==> src/rtl/keypad_pkg.sv <==
// keypad_pkg: scanner state type, special key codes, matrix lookup and BCD conversion
// shared by the keypad scanner and the entry register.
package keypad_pkg;

    typedef enum logic [1:0] {SCAN, DEBOUNCE, HOLD, RELEASE} scan_state_e;

    localparam logic [3:0] KEY_BKSP  = 4'hA;
    localparam logic [3:0] KEY_CLR   = 4'hB;
    localparam logic [3:0] KEY_ENTER = 4'hC;

    // Physical layout: rows 1 2 3 A / 4 5 6 B / 7 8 9 C / E 0 F D
    function automatic logic [3:0] key_lookup(input logic [1:0] row, input logic [1:0] col);
        logic [3:0] code;
        case ({row, col})
            4'h0:    code = 4'h1;
            4'h1:    code = 4'h2;
            4'h2:    code = 4'h3;
            4'h3:    code = 4'hA;
            4'h4:    code = 4'h4;
            4'h5:    code = 4'h5;
            4'h6:    code = 4'h6;
            4'h7:    code = 4'hB;
            4'h8:    code = 4'h7;
            4'h9:    code = 4'h8;
            4'hA:    code = 4'h9;
            4'hB:    code = 4'hC;
            4'hC:    code = 4'hE;
            4'hD:    code = 4'h0;
            4'hE:    code = 4'hF;
            default: code = 4'hD;
        endcase
        return code;
    endfunction

    function automatic logic [13:0] bcd_to_bin(input logic [15:0] bcd);
        return 14'(bcd[15:12]) * 14'd1000 + 14'(bcd[11:8]) * 14'd100
             + 14'(bcd[7:4]) * 14'd10 + 14'(bcd[3:0]);
    endfunction

endpackage

==> src/rtl/keypad_scan.sv <==
// keypad_scan: drives the keypad rows, detects a single pressed key and debounces
// both press and release, emitting one key_valid pulse per accepted press.
module keypad_scan
    import keypad_pkg::*;
#(
    parameter int SCAN_DIV        = 50_000,
    parameter int DEBOUNCE_CYCLES = 2_000_000
) (
    input  logic       sys_clk,
    input  logic       sys_rst,
    input  logic [3:0] key_col,
    output logic [3:0] key_row,
    output logic       key_valid,
    output logic [3:0] key_code
);

    localparam int DIV_W = $clog2(SCAN_DIV + 1);
    localparam int DB_W  = $clog2(DEBOUNCE_CYCLES + 1);
    localparam logic [DIV_W-1:0] DIV_LAST = DIV_W'(SCAN_DIV - 1);
    localparam logic [DB_W-1:0]  DB_LAST  = DB_W'(DEBOUNCE_CYCLES - 1);

    scan_state_e      state_q, state_d;
    logic [DIV_W-1:0] div_q, div_d;
    logic [DB_W-1:0]  db_q, db_d;
    logic [1:0]       row_q, row_d, col_q, col_d;
    logic [3:0]       pat_q, pat_d, code_q, code_d;
    logic             valid_q, valid_d;
    logic [3:0]       col_s1_q, col_s2_q;
    logic [1:0]       col_idx;
    logic             one_low, all_high, col_match;

    // The columns come straight off the pads, so bring them into the clock domain first.
    always_ff @(posedge sys_clk or posedge sys_rst) begin
        if (sys_rst) begin
            col_s1_q <= 4'hF;
            col_s2_q <= 4'hF;
        end else begin
            col_s1_q <= key_col;
            col_s2_q <= col_s1_q;
        end
    end

    assign all_high  = col_s2_q == 4'hF;
    assign one_low   = $countones(~col_s2_q) == 1;
    assign col_match = col_s2_q == pat_q;
    assign col_idx   = !col_s2_q[0] ? 2'd0 : !col_s2_q[1] ? 2'd1 : !col_s2_q[2] ? 2'd2 : 2'd3;

    always_comb begin
        state_d = state_q;
        div_d   = div_q;
        db_d    = db_q;
        row_d   = row_q;
        col_d   = col_q;
        pat_d   = pat_q;
        code_d  = code_q;
        valid_d = 1'b0;
        case (state_q)
            SCAN: begin
                div_d = div_q + 1'b1;
                if (div_q == DIV_LAST) begin
                    div_d = '0;
                    if (one_low) begin
                        state_d = DEBOUNCE;
                        col_d   = col_idx;
                        pat_d   = col_s2_q;
                        db_d    = '0;
                    end else begin
                        row_d = row_q + 1'b1;
                    end
                end
            end
            DEBOUNCE: begin
                if (!col_match) begin
                    state_d = SCAN;
                    db_d    = '0;
                    div_d   = '0;
                    row_d   = row_q + 1'b1;
                end else if (db_q == DB_LAST) begin
                    state_d = HOLD;
                    db_d    = '0;
                    code_d  = key_lookup(row_q, col_q);
                    valid_d = 1'b1;
                end else begin
                    db_d = db_q + 1'b1;
                end
            end
            HOLD: begin
                if (all_high) begin
                    state_d = RELEASE;
                    db_d    = '0;
                end
            end
            RELEASE: begin
                if (!all_high) begin
                    db_d = '0;
                end else if (db_q == DB_LAST) begin
                    state_d = SCAN;
                    db_d    = '0;
                    div_d   = '0;
                    row_d   = row_q + 1'b1;
                end else begin
                    db_d = db_q + 1'b1;
                end
            end
            default: state_d = SCAN;
        endcase
    end

    always_ff @(posedge sys_clk or posedge sys_rst) begin
        if (sys_rst) begin
            state_q <= SCAN;
            div_q   <= '0;
            db_q    <= '0;
            row_q   <= '0;
            col_q   <= '0;
            pat_q   <= 4'hF;
            code_q  <= '0;
            valid_q <= 1'b0;
        end else begin
            state_q <= state_d;
            div_q   <= div_d;
            db_q    <= db_d;
            row_q   <= row_d;
            col_q   <= col_d;
            pat_q   <= pat_d;
            code_q  <= code_d;
            valid_q <= valid_d;
        end
    end

    assign key_row   = ~(4'b0001 << row_q);
    assign key_valid = valid_q;
    assign key_code  = code_q;

endmodule

==> src/rtl/keypad_entry.sv <==
// keypad_entry: keypad scanner plus the BCD digit-entry register and its registered
// binary conversion feeding the setting logic.
module keypad_entry
    import keypad_pkg::*;
#(
    parameter int SCAN_DIV        = 50_000,
    parameter int DEBOUNCE_CYCLES = 2_000_000,
    parameter int MAX_DIGITS      = 4
) (
    input  logic        sys_clk,
    input  logic        sys_rst,
    input  logic [3:0]  key_col,
    output logic [3:0]  key_row,
    input  logic        entry_clr,
    output logic        key_valid,
    output logic [3:0]  key_code,
    output logic        enter,
    output logic [15:0] digits,
    output logic [2:0]  digit_cnt,
    output logic [13:0] temp_data
);

    localparam logic [2:0] CNT_MAX = 3'(MAX_DIGITS);

    logic [15:0] digits_q, digits_d;
    logic [2:0]  cnt_q, cnt_d;
    logic        enter_q, enter_d;
    logic [13:0] temp_q, temp_d;
    logic        is_digit;

    keypad_scan #(
        .SCAN_DIV       (SCAN_DIV),
        .DEBOUNCE_CYCLES(DEBOUNCE_CYCLES)
    ) u_scan (
        .sys_clk  (sys_clk),
        .sys_rst  (sys_rst),
        .key_col  (key_col),
        .key_row  (key_row),
        .key_valid(key_valid),
        .key_code (key_code)
    );

    assign is_digit = key_code <= 4'd9;

    // entry_clr wins over a coincident key; ENTER still reports because it carries no entry effect.
    always_comb begin
        digits_d = digits_q;
        cnt_d    = cnt_q;
        if (entry_clr || (key_valid && key_code == KEY_CLR)) begin
            digits_d = '0;
            cnt_d    = '0;
        end else if (key_valid && is_digit && cnt_q < CNT_MAX) begin
            digits_d = {digits_q[11:0], key_code};
            cnt_d    = cnt_q + 1'b1;
        end else if (key_valid && key_code == KEY_BKSP && cnt_q != '0) begin
            digits_d = {4'h0, digits_q[15:4]};
            cnt_d    = cnt_q - 1'b1;
        end
        enter_d = key_valid && key_code == KEY_ENTER;
        temp_d  = bcd_to_bin(digits_q);
    end

    always_ff @(posedge sys_clk or posedge sys_rst) begin
        if (sys_rst) begin
            digits_q <= '0;
            cnt_q    <= '0;
            enter_q  <= 1'b0;
            temp_q   <= '0;
        end else begin
            digits_q <= digits_d;
            cnt_q    <= cnt_d;
            enter_q  <= enter_d;
            temp_q   <= temp_d;
        end
    end

    assign digits    = digits_q;
    assign digit_cnt = cnt_q;
    assign enter     = enter_q;
    assign temp_data = temp_q;

endmodule

==> config.mk <==
export PLATFORM = sky130hd
export DESIGN_NAME = keypad_entry
export DESIGN_NICKNAME = d
export VERILOG_FILES = /design/src/rtl/keypad_pkg.sv /design/src/rtl/keypad_scan.sv /design/src/rtl/keypad_entry.sv
export SDC_FILE = /design/constraint.sdc
export NUM_CORES = 1
export LEC_CHECK = 0
export ABC_AREA = 1
export BUFFER_PORTS_ARGS = -buffer_cell sky130_fd_sc_hd__buf_4
export CORE_MARGIN = 2
export CORE_UTILIZATION = 50
export DETAILED_ROUTE_END_ITERATION = 7
export GPL_ROUTABILITY_DRIVEN = 1
export GPL_TIMING_DRIVEN = 1
export PLACE_DENSITY = 0.67
export SLEW_MARGIN = 20
export SYNTH_ARGS = -nofsm -noshare
export SYNTH_HDL_FRONTEND = slang
export SYNTH_HIERARCHICAL = 1
export SYNTH_SLANG_ARGS = --single-unit
==> constraint.sdc <==
create_clock -name sys_clk -period 4.81 [get_ports sys_clk]
set_clock_uncertainty 0.05 [all_clocks]
set_input_delay 0.7215 -clock sys_clk [delete_from_list [all_inputs] [get_ports sys_clk]]
set_output_delay 0.7215 -clock sys_clk [all_outputs]
set_load 0.1 [all_outputs]
; ---- Yosys cells after proc, flatten, opt, wreduce, memory -nomap -nowiden
; Memory sizes are Yosys's and may differ from the RTL's. A register that Yosys moved wholly into a read port is not among the register bits.
; Cells that the tools add are included.
[totals]
reg_bits = 90
mem_bits_ro = 64
inputBits = 7
output_inout_bits = 43
wordCells = 107
mem_count = 1
[op_classes]
n_addsub = 11
mul = 3
order_cmp = 2
n_eq_ne = 19
shifts = 1
muxes = 38
bitwise = 2
reduce_logical = 17
[mem_list]
columns = memory, words, word_bits, rd, rd_ports_with_merged_regs, wr, line_no
row1 = (name not given), 16, 4, 1, 1, 0, keypad_pkg.sv:14  ; case ({row, col})
[op_table]
columns = op, count
row1 = $mux 21, 6
row2 = $mux 16, 7
row3 = $pmux 21 s4, 1
row4 = $pmux 16 s3, 1
row5 = $add 32x32->32, 1
row6 = $eq 32x2->1 const B, 1
row7 = $mux 2, 14
row8 = $add 21x1->21 const B, 1
row9 = $eq 21x21->1 const B, 1
row10 = $add 16x1->16 const B, 1
row11 = $eq 16x16->1 const B, 1
row12 = $eq 4x4->1 const B, 4
row13 = $add 14x11->14, 1
row14 = $add 14x4->14, 1
row15 = $add 14x8->14, 1
row16 = $reduce_and 6->1, 2
row17 = $mul 4x7->11 const B, 1
row18 = $ne 2x1->1 const B, 5
row19 = $mul 4x5->9 const B, 1
row20 = $mux 3, 3
row21 = $reduce_and 3->1, 3
row22 = $reduce_bool 3->1, 3
row23 = $not 4->4, 2
row24 = $pmux 2 s4, 1
row25 = other kinds (19), 30

; ---- Longest topological paths before layout
[logic_depth]
depth_word = 7
mapped_depth = 23
mapped_depth_nobuf = 23

; ---- Cells and area by module
; Netlist, hierarchy kept.
[modules_own_cells]
columns = mod, n_inst, cells_per_inst, area_per_inst_um2, seq_area_each_um2
row1 = keypad_scan, 1, 546, 3941.3, 1516.5
row2 = keypad_entry, 1, 369, 3111.7, 850.8

; ---- Worst setup path before layout
; OpenSTA, ideal clock, no wires.
[synth_path]
path_kind = register to register
from = reg digits_q[14], in the netlist digits[14]
to = reg temp_q[13], in the netlist temp_data[13]
arrival_time_ps = 4382
path_slack_ps = 261
path_stages_with_launch = 21
path_buffers = 0
period_less_slack_ps = 4549
path_cell_list = dfrtp_1 fa_1 inv_1 fa_1 ha_1 a21oi_1 nand2_1 xor2_1 ha_1 ha_1 ha_1 nand2_1 nand2_1 inv_1 nor2_1 nor2_1 nand2_1 nor2_1 inv_1 nand2_1 nand2_1
[synth_between]
elab_chain_len = 4
[synth_rtl]
columns = item, line_no
row1 = start: declaration, keypad_entry.sv:25  ; logic [15:0] digits_q, digits_d;
row2 = start signal: assignment, keypad_entry.sv:70  ; digits_q <= digits_d;
row3 = $mul 4x7->11, keypad_pkg.sv:36  ; return 14'(bcd[15:12]) * 14'd1000 + 14'(bcd[11:8]) * 14'd100
row4 = $add 14x11->14, keypad_pkg.sv:36
row5 = $add 14x8->14, keypad_pkg.sv:37  ; + 14'(bcd[7:4]) * 14'd10 + 14'(bcd[3:0]);
row6 = $add 14x4->14, keypad_pkg.sv:37
row7 = net temp_d[13], keypad_entry.sv:28  ; logic [13:0] temp_q, temp_d;
row8 = end signal: assignment, keypad_entry.sv:73  ; temp_q <= temp_d;
row9 = end: declaration, keypad_entry.sv:28
; The timed path passes the listed nets, and every way through them passes these cells.
; A chain may end at the register's enable or synchronous reset.

; ---- Worst setup path after layout
[layout_path]
from = reg digits_q[13], in the netlist digits[13]
to = reg temp_q[13], in the netlist temp_data[13]
; The elaborated chain is that of the path after synthesis.

==> results by group <==
Global route
  • Largest net degree at the start of global routing: 61
  • Gr ovfl total: 0
  • Initial antenna violation count: 0
  • Vias in the first global route: 5404
  • GRT Util Overall: 21.75%
  • Global-route wire length before repair: 25870 um

Clocking
  • Worst-path clk slew: 0.07 ns
  • Clock Path Buffers: 2
  • TritonCTS clock tree: built
  • Total CTS buffers: 9
  • Cts-stage hold buffer count: 0
  • Clk sink count: 94
  • H-tree lvl count: 3
  • Setup Fix Bufs, Post-CTS: 0
  • Root Buffer: clkbuf_16
  • Post_cts resized: 0
  • Worst skew pair latency: 0.35 ns

Critical path
  • Startpoint Class: flop
  • Worst Setup Path Type: flop to flop
  • Critical path required time: 5.01 ns
  • Crit path DAT: 4.37 ns
  • CP Max Fanout: 6
  • Reg2Reg Capture Point: temp_data[13]$_DFF_PP0_
  • Worst R2R Setup Slack: 0.64 ns
  • Critical path capture point type: flop
  • Worst reg-to-reg path cell count: 23
  • R2r startpoint: digits[13]$_DFFE_PP0P_

Route
  • Pre-Repair DR Iteration Count: 5
  • Final ANT Viol Nets: 0
  • Residual DRC count: 0
  • Vias per cell: 5.118
  • Vias after detailed routing: 5870
  • Initial DRC count: 357
  • Wire per inst: 13.22 um
  • WL final: 15170 um

Yosys
  • Post-synth top cells: nand2_1, inv_1, nor2_1, dfrtp_1, ha_1
  • Synth top area share: 29.09%
  • Sequential fraction of the synthesis area: 33.56%
  • Post-synth top flop: dfrtp_1
  • #FFs+latches synth: 94
  • Synth Instances: 915
  • Top cells by area, synth: dfrtp_1, nand2_1, ha_1, inv_1, fa_1
  • Synthesized area: 0.007053 sq mm
  • Largest area contributor in the netlist: dfrtp_1
  • Synthesis Warnings: 6
  • Count leader, synth: nand2_1
  • Mean post-synth cell area: 7.708 sq um
  • Post-Syn Nets: 1005
  • Number of flops mapped to enable cells by yosys: 0
  • Asr flop ratio synth: 100.0%
  • Post-synth cell types: 43

Final layout
  • Final core occ: 56.81%
  • Share of layout cells above drive strength 1: 12.62%
  • Synth-to-Final Area Change: 11.37%
  • Multi-input gate area: 0.004019 sq mm
  • Fin nets: 1052
  • Inserted Diodes: 0
  • FILL cells: 1333
  • Sequential cell area: 0.002367 sq mm

Floorplan
  • Die area: 0.01507 sq mm
  • Core box area: 0.01383 sq mm
  • Initial Utilization: 51.01%
  • IO Count: 50
  • Die height: 122.8 um
  • Die width: 122.8 um
  • Core Rows: 43

STA
  • Setup violations, final: 0
  • Fin. Hold Viols: 0
  • Rel. slew slack: 49.59%
  • Slew Viols, Final: 0
  • RSZ-0062 raised after global routing: false
  • Min Tclk post-route: 4.170 ns
  • Worst-margin pin slew: 0.7562 ns
  • Crit share post-route: 86.70%
  • Total Neg Setup Slack: 0 ns
  • Max Clk Rate: 239.8 MHz

Status
  • Outcome: finished, final reports clean

Power and ir drop
  • Leak: 4.179 nW
  • P per Cell Area: 210.5 mW/mm^2
  • Maximum vdd ir drop: 0.0001885 V

Min path
  • Hold path endpoint: u_scan/col_s2_q[1]$_DFF_PP1_
  • HP Class: flop to flop
  • HP Start: u_scan/col_s1_q[1]$_DFF_PP1_
  • Hold path cells: 0

Placement
  • Gpl congestion: 0.8848
  • Hpwl dp: 11610 um
  • Port bufs: 49

Run
  • Maxcap violations: 0
-- area by class of cell --
cell class | count | share of cell area [%]
multi-input combinational | 659 | 51.16
sequential | 94 | 30.14
inverter | 147 | 7.056
timing repair buffer | 51 | 4.874
clock buffer | 10 | 3.042
tap | 180 | 2.867
clock inverter | 6 | 0.8601
-- power by group --
| group | total [mW] | switching (mW) | internal, mW |
|---|---|---|---|
| clock network | 0.741 | 0.321 | 0.420 |
| registers | 0.808 | 0.00760 | 0.801 |
| logic | 0.104 | 0.0779 | 0.0262 |
| total | 1.65 | 0.407 | 1.25 |
-- layer usage --
metal | global-route usage (%) | wire (um) | vias to the layer above
met5 | 0 | 0 | -
met4 | 8.621 | 326 | 0
met3 | 2.974 | 527 | 20
li1 | - | - | 3012
met1 | 28.64 | 7014 | 2724
met2 | 36.15 | 7298 | 114
-- kinds of logic (layout without fill, tap and decap cells) --
kind of cell / Yosys count / count (layout) / share of synthesized area, %
AO/OA/AOI/OAI: 103 / 103 / 8.409
flip-flops: 94 / 94 / 33.56
AND/OR/NAND/NOR: 448 / 448 / 28.72
buffers and inverters: 162 / 214 / 9.455
adder cells (fa/ha/maj): 83 / 83 / 16.75
XOR/XNOR: 25 / 25 / 3.104
-- state kept, by name, indices dropped and copies added, names as in the netlist, 3 cells and up, named ones only --
| name | flops |
|---|---|
| digit_cnt | 3 |
| u_scan/pat_q | 4 |
| temp_data | 14 |
| digits | 16 |
| u_scan/col_s1_q | 4 |
| u_scan/div_q | 16 |
| u_scan/db_q | 21 |
| u_scan/key_code | 4 |
| u_scan/col_s2_q | 4 |
-- cell usage in the layout, fill, tap and decap left out, drive strengths merged, types with 8 or more instances in the layout --
master  Yosys  layout
dfstp      12      12
xnor2       8       8
nor2       99      99
inv       143     145
buf        13      51
fa         19      19
nand3      66      66
nor3       13      13
xor2       17      17
clkbuf      2      10
dfrtp      82      82
nand4      22      22
o21ai      62      62
ha         64      64
nand2     235     235
a21oi      20      20
-- critical path, cell delays in order, from the launching register on --
cell     delay [ns]
dfrtp_1        0.46
fa_1           0.62
inv_1          0.10
fa_1           0.50
inv_1          0.04
ha_1           0.33
nand2_1        0.07
inv_1          0.04
nand2_1        0.05
nand2_1        0.06
xor2_1         0.15
ha_1           0.30
ha_1           0.30
ha_1           0.36
nand2_1        0.08
nand2_1        0.04
inv_1          0.06
nor2_1         0.04
nor2_1         0.08
nand2_1        0.05
nor2_1         0.12
inv_1          0.05
nand2_1        0.06
nand2_1        0.04
-- how the worst max path moves through the flow --
stage	from	endpoint	slack [ns]	depth (start not counted)
after floorplan	digits[14]$_DFFE_PP0P_	temp_data[13]$_DFF_PP0_	0.26	20
after global placement	digits[14]$_DFFE_PP0P_	temp_data[13]$_DFF_PP0_	0.68	23
after detailed placement	digits[14]$_DFFE_PP0P_	temp_data[12]$_DFF_PP0_	0.63	16
after CTS	digits[14]$_DFFE_PP0P_	temp_data[12]$_DFF_PP0_	0.62	16
after global routing	digits[14]$_DFFE_PP0P_	temp_data[13]$_DFF_PP0_	0.28	18
final	digits[13]$_DFFE_PP0P_	temp_data[13]$_DFF_PP0_	0.64	23
-- through the flow --
stage	std cells	setup WS [ns]	hold WS, ns	area (sq um)	power, mW
2_1_floorplan	915	0.2613	0.2952	7053	0.9053
6_report	1147	0.6399	0.3056	7855	1.654
5_1_grt	1147	0.2840	0.3075	7855	1.725
4_1_cts	1147	0.6169	0.3070	7855	1.678
3_5_place_dp	1131	0.6294	0.2972	7548	0.9295
3_3_place_gp	1131	0.6783	0.2955	7548	0.9285
Power figures use the tool's default switching activity.
